===== src/rtl/dmem_arbiter_if.sv =====
`default_nettype none
// ============================================================================
// dmem_arbiter_if : requester, fill-control and memory-side bundle  (rev 1.0)
// ============================================================================
interface dmem_arbiter_if #(
  parameter int AW = 4,
  parameter int DW = 4
);
  logic          p_req;
  logic          p_we;
  logic [AW-1:0] p_addr;
  logic [DW-1:0] p_wdata;
  logic          p_gnt;
  logic          p_stall;
  logic [DW-1:0] p_rdata;

  logic          d_req;
  logic          d_we;
  logic [AW-1:0] d_addr;
  logic [DW-1:0] d_wdata;
  logic          d_gnt;
  logic [DW-1:0] d_rdata;

  logic          fill_start;
  logic [DW-1:0] fill_value;
  logic          fill_busy;
  logic          fill_done;

  logic          mem_we;
  logic [AW-1:0] mem_addr;
  logic [DW-1:0] mem_di;
  logic [DW-1:0] mem_do;

  // Environment side: requesters, fill control and the memory itself
  modport master (
    output p_req, p_we, p_addr, p_wdata,
    input  p_gnt, p_stall, p_rdata,
    output d_req, d_we, d_addr, d_wdata,
    input  d_gnt, d_rdata,
    output fill_start, fill_value,
    input  fill_busy, fill_done,
    input  mem_we, mem_addr, mem_di,
    output mem_do
  );

  modport slave (
    input  p_req, p_we, p_addr, p_wdata,
    output p_gnt, p_stall, p_rdata,
    input  d_req, d_we, d_addr, d_wdata,
    output d_gnt, d_rdata,
    input  fill_start, fill_value,
    output fill_busy, fill_done,
    output mem_we, mem_addr, mem_di,
    input  mem_do
  );
endinterface
`default_nettype wire


===== src/rtl/dmem_arbiter.sv =====
`default_nettype none
// ============================================================================
// dmem_arbiter : P/D arbiter with starvation guard and memory fill sequencer
// rev 1.0
// ============================================================================
module dmem_arbiter #(
  parameter int AW       = 4,
  parameter int DW       = 4,
  parameter int MAX_WAIT = 3
) (
  input  logic             clk,
  input  logic             rst_n,
  dmem_arbiter_if.slave    bus
);

  localparam logic [0:0]    c_ST_IDLE = 1'b0;
  localparam logic [0:0]    c_ST_FILL = 1'b1;
  localparam logic [2:0]    c_WMAX    = 3'(MAX_WAIT);
  localparam logic [AW-1:0] c_LAST    = '1;

  logic [0:0]    state_q, state_d;
  logic [AW-1:0] cnt_q, cnt_d;
  logic [DW-1:0] fval_q, fval_d;
  logic [2:0]    wcnt_q, wcnt_d;
  logic [DW-1:0] p_rdata_q, p_rdata_d;
  logic [DW-1:0] d_rdata_q, d_rdata_d;
  logic          fill_done_q, fill_done_d;

  logic          w_force_d;
  logic          w_p_gnt;
  logic          w_d_gnt;
  logic          w_mem_we;
  logic [AW-1:0] w_mem_addr;
  logic [DW-1:0] w_mem_di;

  // State register
  always_ff @(posedge clk or negedge rst_n) begin
    if (!rst_n) state_q <= c_ST_IDLE;
    else        state_q <= state_d;
  end

  // Next-state logic
  always_comb begin
    state_d = state_q;
    case (state_q)
      c_ST_IDLE: if (bus.fill_start) state_d = c_ST_FILL;
      c_ST_FILL: if (cnt_q == c_LAST) state_d = c_ST_IDLE;
      default:   state_d = c_ST_IDLE;
    endcase
  end

  // Output logic; grants are gated by rst_n so no write can slip through reset
  always_comb begin
    w_force_d  = bus.d_req && (wcnt_q == c_WMAX);
    w_p_gnt    = 1'b0;
    w_d_gnt    = 1'b0;
    w_mem_we   = 1'b0;
    w_mem_addr = '0;
    w_mem_di   = '0;
    case (state_q)
      c_ST_IDLE: begin
        w_p_gnt = rst_n && bus.p_req && !w_force_d;
        w_d_gnt = rst_n && bus.d_req && (!bus.p_req || w_force_d);
        if (w_p_gnt) begin
          w_mem_we   = bus.p_we;
          w_mem_addr = bus.p_addr;
          w_mem_di   = bus.p_wdata;
        end else if (w_d_gnt) begin
          w_mem_we   = bus.d_we;
          w_mem_addr = bus.d_addr;
          w_mem_di   = bus.d_wdata;
        end
      end
      c_ST_FILL: begin
        w_mem_we   = rst_n;
        w_mem_addr = cnt_q;
        w_mem_di   = fval_q;
      end
      default: ;
    endcase
  end

  // Datapath next values: fill counter, wait counter, read capture
  always_comb begin
    cnt_d       = cnt_q;
    fval_d      = fval_q;
    wcnt_d      = wcnt_q;
    fill_done_d = 1'b0;
    p_rdata_d   = (w_p_gnt && !bus.p_we) ? bus.mem_do : p_rdata_q;
    d_rdata_d   = (w_d_gnt && !bus.d_we) ? bus.mem_do : d_rdata_q;
    if (state_q == c_ST_IDLE) begin
      if (bus.fill_start) begin
        cnt_d  = '0;
        fval_d = bus.fill_value;
      end
      if (bus.d_req && !w_d_gnt)
        wcnt_d = (wcnt_q == c_WMAX) ? wcnt_q : wcnt_q + 3'd1;
      else
        wcnt_d = 3'd0;
    end else begin
      // Counter wraps to 0 on the last write, in step with the return to IDLE
      cnt_d       = cnt_q + AW'(1);
      fill_done_d = (cnt_q == c_LAST);
    end
  end

  always_ff @(posedge clk or negedge rst_n) begin
    if (!rst_n) begin
      cnt_q       <= '0;
      fval_q      <= '0;
      wcnt_q      <= 3'd0;
      p_rdata_q   <= '0;
      d_rdata_q   <= '0;
      fill_done_q <= 1'b0;
    end else begin
      cnt_q       <= cnt_d;
      fval_q      <= fval_d;
      wcnt_q      <= wcnt_d;
      p_rdata_q   <= p_rdata_d;
      d_rdata_q   <= d_rdata_d;
      fill_done_q <= fill_done_d;
    end
  end

  assign bus.p_gnt     = w_p_gnt;
  assign bus.p_stall   = bus.p_req && !w_p_gnt;
  assign bus.p_rdata   = p_rdata_q;
  assign bus.d_gnt     = w_d_gnt;
  assign bus.d_rdata   = d_rdata_q;
  assign bus.fill_busy = (state_q == c_ST_FILL);
  assign bus.fill_done = fill_done_q;
  assign bus.mem_we    = w_mem_we;
  assign bus.mem_addr  = w_mem_addr;
  assign bus.mem_di    = w_mem_di;

endmodule
`default_nettype wire


===== src/flat_wrapper.sv =====
// flat-port wrapper written by rule: the top's interface ports become plain ports
module dmem_arbiter_flat 
#(
  parameter int AW       = 4,
  parameter int DW       = 4,
  parameter int MAX_WAIT = 3
)
  (clk, rst_n, bus_p_req, bus_p_we, bus_p_addr, bus_p_wdata, bus_p_gnt, bus_p_stall, bus_p_rdata, bus_d_req, bus_d_we, bus_d_addr, bus_d_wdata, bus_d_gnt, bus_d_rdata, bus_fill_start, bus_fill_value, bus_fill_busy, bus_fill_done, bus_mem_we, bus_mem_addr, bus_mem_di, bus_mem_do);
  dmem_arbiter_if #(.AW(AW), .DW(DW)) bus_i ();
  input  logic clk;
  input  logic rst_n;
  input wire logic [$bits(bus_i.p_req)-1:0] bus_p_req;
  input wire logic [$bits(bus_i.p_we)-1:0] bus_p_we;
  input wire logic [$bits(bus_i.p_addr)-1:0] bus_p_addr;
  input wire logic [$bits(bus_i.p_wdata)-1:0] bus_p_wdata;
  output wire logic [$bits(bus_i.p_gnt)-1:0] bus_p_gnt;
  output wire logic [$bits(bus_i.p_stall)-1:0] bus_p_stall;
  output wire logic [$bits(bus_i.p_rdata)-1:0] bus_p_rdata;
  input wire logic [$bits(bus_i.d_req)-1:0] bus_d_req;
  input wire logic [$bits(bus_i.d_we)-1:0] bus_d_we;
  input wire logic [$bits(bus_i.d_addr)-1:0] bus_d_addr;
  input wire logic [$bits(bus_i.d_wdata)-1:0] bus_d_wdata;
  output wire logic [$bits(bus_i.d_gnt)-1:0] bus_d_gnt;
  output wire logic [$bits(bus_i.d_rdata)-1:0] bus_d_rdata;
  input wire logic [$bits(bus_i.fill_start)-1:0] bus_fill_start;
  input wire logic [$bits(bus_i.fill_value)-1:0] bus_fill_value;
  output wire logic [$bits(bus_i.fill_busy)-1:0] bus_fill_busy;
  output wire logic [$bits(bus_i.fill_done)-1:0] bus_fill_done;
  output wire logic [$bits(bus_i.mem_we)-1:0] bus_mem_we;
  output wire logic [$bits(bus_i.mem_addr)-1:0] bus_mem_addr;
  output wire logic [$bits(bus_i.mem_di)-1:0] bus_mem_di;
  input wire logic [$bits(bus_i.mem_do)-1:0] bus_mem_do;
  assign bus_i.p_req = bus_p_req;
  assign bus_i.p_we = bus_p_we;
  assign bus_i.p_addr = bus_p_addr;
  assign bus_i.p_wdata = bus_p_wdata;
  assign bus_p_gnt = bus_i.p_gnt;
  assign bus_p_stall = bus_i.p_stall;
  assign bus_p_rdata = bus_i.p_rdata;
  assign bus_i.d_req = bus_d_req;
  assign bus_i.d_we = bus_d_we;
  assign bus_i.d_addr = bus_d_addr;
  assign bus_i.d_wdata = bus_d_wdata;
  assign bus_d_gnt = bus_i.d_gnt;
  assign bus_d_rdata = bus_i.d_rdata;
  assign bus_i.fill_start = bus_fill_start;
  assign bus_i.fill_value = bus_fill_value;
  assign bus_fill_busy = bus_i.fill_busy;
  assign bus_fill_done = bus_i.fill_done;
  assign bus_mem_we = bus_i.mem_we;
  assign bus_mem_addr = bus_i.mem_addr;
  assign bus_mem_di = bus_i.mem_di;
  assign bus_i.mem_do = bus_mem_do;
  dmem_arbiter #(.AW(AW), .DW(DW), .MAX_WAIT(MAX_WAIT)) u_core (.clk(clk), .rst_n(rst_n), .bus(bus_i));
endmodule

===== config.mk =====
export PLATFORM = sky130hd
export DESIGN_NAME = dmem_arbiter_flat
export DESIGN_NICKNAME = d
export VERILOG_FILES = /design/src/rtl/dmem_arbiter_if.sv /design/src/rtl/dmem_arbiter.sv /design/src/flat_wrapper.sv
export SDC_FILE = /design/constraint.sdc
export NUM_CORES = 1
export LEC_CHECK = 0
export CAP_MARGIN = 20
export CORE_MARGIN = 3
export CORE_UTILIZATION = 43
export CTS_BUF_LIST = sky130_fd_sc_hd__clkbuf_8 sky130_fd_sc_hd__clkbuf_16
export CTS_CLUSTER_SIZE = 24
export DETAILED_ROUTE_END_ITERATION = 8
export GPL_TIMING_DRIVEN = 0
export PLACE_DENSITY = 0.84
export SLEW_MARGIN = 20
export SYNTH_ARGS = -nofsm -noshare
export SYNTH_HDL_FRONTEND = slang
export SYNTH_SLANG_ARGS = --single-unit

===== constraint.sdc =====
create_clock -name clk -period 5.93 [get_ports clk]
set_input_delay 1.4825 -clock clk [delete_from_list [all_inputs] [get_ports clk]]
set_output_delay 1.4825 -clock clk [all_outputs]
set_load 0.02 [all_outputs]

==> out/metrics.csv <==
metric,value,unit
CTS buffer count,3,
Simple-Gate Fraction of Synth Area,16.4,%
combinational share of power,56.2,%
Total Routing Usage GR,18.1,%
Post-route DRC,0,
ANT nets after route,0,
internal power,0.479,mW
RSZ-0062 raised after global routing,false,
mapped cell area,1100,sq um
1st-iter DRT viols,18,
"Setup Fix Bufs, Post-CTS",0,
cell count after synthesis,93,
fmax,205,MHz
Root Buffer,clkbuf_8,
post-synthesis mux area share,14.0,%
CTS Hold Bufs,0,
Nets,184,
vias in the first global route,1041,
Initial Util,47.7,%
final worst-path cycle share,82.3,%
Post-Route WL,2670,um
CP max FO,10,
number of fill cells,175,
I/O Pins,53,
Syn Area/Cell,11.9,sq um
"flops & latches, synth",21,
Final Skew,0.00203,ns
Yosys cell types,29,
first-pass GRT wire length,4620,um
share of layout cells above drive strength 1,16.8,%
status,"complete, no violations",
RD Place Congestion,0.761,
Synth Area in Compound Gates,12.7,%
Max-slew headroom,64.5,%
largest family of logic cells by synthesized area,simple AND/OR/NAND/NOR gates,
vias,941,
post-CTS sizing,0,
core area,2320,sq um
CTS Sinks,21,
Clock Pin Slew Worst Setup and Hold Paths,0.07,ns
full die area,3210,sq um
Syn Nets,127,
drt pass-1 iters,4,
Max H-tree Level,1,
Arrival @ worst endpoint,3.39,ns
"commonest non-fill, non-tap cell in the layout",clkdlybuf4s50_1,
Final Critical Period,4.88,ns
CTS tree,yes,
chip width,56.7,um
CP Class,input pin to primary output,
Worst Tran Pin Value,0.533,ns
xor and xnor area share after synthesis,1.59,%
insertion delay of the later-clocked pin in the worst-skew pair,0.25,ns
Worst EP required,4.45,ns
final instance area,1700,sq um
"Cell Area, Placed",1660,sq um
setup TNS,0,ns
vias per cell,5.32,
initial antenna violation count,0,
leakage,0.738,nW
Die Span Y,56.7,um
Fin. Hold Viols,0,
crit start category,input pin,
P_sw,0.271,mW
Final Max Slew Viols,0,
gr ovfl total,0,
Syn. warnings,0,
pwr dens,441,nW/um^2
ant diodes,0,
switch share,36.1,%
clock share of power,12.0,%
CP endpoint kind,primary output,
post-DR wirelength/cell,15.1,um
Reg power frac,31.8,%
site row count,17,
worst vdd rail ir drop,260,uV
most frequent cells in the layout,"clkdlybuf4s50_1 (51), dfrtp_1 (21), mux2_2 (12)",
HPWL Detailed,2070,um
count of max-cap constraint violations,0,
Final Setup Violations,0,
# port buffers,52,
post-synthesis adder-cell area fraction,3.40,%
Area Overhead vs Synth,53.9,%
Tot Pwr,0.750,mW
sequential share of the synthesized area,47.6,%
Min-Delay Path Class,flop to flop,
Bufs on Longest Clock Path,2,
largest net degree at the start of global routing,27,
-- worst max-delay path, cell delays in order --
cell	delay, ns
clkdlybuf4s50_1	0.59
nand2_2	0.08
and4b_4	0.19
buf_6	0.14
a221o_1	0.36
clkdlybuf4s50_1	0.54
-- metal layers --
metal  GRT usage [%]  share of wire, %  vias to the layer above
met3            3.22               4.8                        2
met2            32.5                53                       23
met4            4.07              0.38                        0
met1            22.2                42                      460
met5               0                 0                        -
li1                -                 -                      456
-- power groups by stage --
stage | Clock (mW) | Combinational, mW | Sequential [mW]
after floorplan | 0 | 0.227 | 0.261
after global placement | 0 | 0.415 | 0.239
after detailed placement | 0 | 0.424 | 0.242
after CTS | 0.0924 | 0.427 | 0.240
after global routing | 0.0982 | 0.456 | 0.249
final | 0.0898 | 0.422 | 0.239
-- flip-flops by register name (all words and copies together) (netlist names) --
name and flops:
u_core.bus.d_rdata 4, u_core.bus.fill_busy 1, u_core.bus.fill_done 1, u_core.bus.p_rdata 4, u_core.cnt_q 4, u_core.fval_q 4, u_core.wcnt_q 3
-- per-stage QoR --
stage / hold slack [ns] / utilization (%) / instances / setup WS, ns
floorplan: 0.457 / - / 93 / 2.19
global placement: 0.469 / 71.6 / 173 / 0.383
detailed placement: 0.481 / 71.6 / 173 / 0.344
CTS: 0.491 / 73.6 / 177 / 0.324
global route: 0.509 / 73.3 / 177 / 1.00
finish: 0.484 / 73.3 / 177 / 1.05
-- layout make-up --
type	instances	area [sq um]	share of cell area, %
Inverter	4	15.0	0.883
Timing Repair Buffer	52	515	30.3
Clock inverter	1	3.75	0.221
Tap cell	28	35.0	2.06
Multi-Input combinational cell	64	532	31.3
Buffer	4	32.5	1.91
Clock buffer	3	41.3	2.43
Sequential cell	21	526	30.9
-- Yosys cell counts (all sizes together) --
library cell,number,area [sq um]
ha,3,37.5
mux2,12,135
nor2,3,11.3
o21ai,2,10.0
o2bb2ai,1,8.76
nand2b,4,25.0
and3,1,6.26
xnor2,1,8.76
mux2i,2,20.0
and4b,2,23.8
nand2,4,17.5
a22o,1,8.76
nand3,2,10.0
buf,4,32.5
inv,4,15.0
xor2,1,8.76
and2,8,50.1
nor2b,1,8.76
and2b,1,8.76
a31oi,2,12.5
dfrtp,21,526
a221o,8,80.1
and4bb,1,12.5
o211ai,1,7.51
o22ai,2,12.5
nor3b,1,7.51
-- final timing paths --
check | from | end | slack, ns | cells past startpoint
min reg2reg | u_core.wcnt_q[0] | u_core.wcnt_q[0] | 0.48 | 1
max in group asynchronous | rst_n | u_core.wcnt_q[1] | 4.37 | 1
min | u_core.wcnt_q[0] | u_core.wcnt_q[0] | 0.48 | 1
min in group asynchronous | rst_n | u_core.fval_q[1] | 1.20 | 1
max reg2reg | u_core.wcnt_q[0] | u_core.bus.d_rdata[0] | 4.19 | 5
max | bus_d_req | bus_mem_di[2] | 1.05 | 6
-- kinds of logic after synthesis --
kind of cell	Yosys count
muxes	14
adders and majority gates	3
and+or+nand+nor	28
xor gates and xnor gates	2
buffers and inverters	8
AOI/OAI and AO/OA	17
DFF	21
Power figures use the tool's default switching activity.
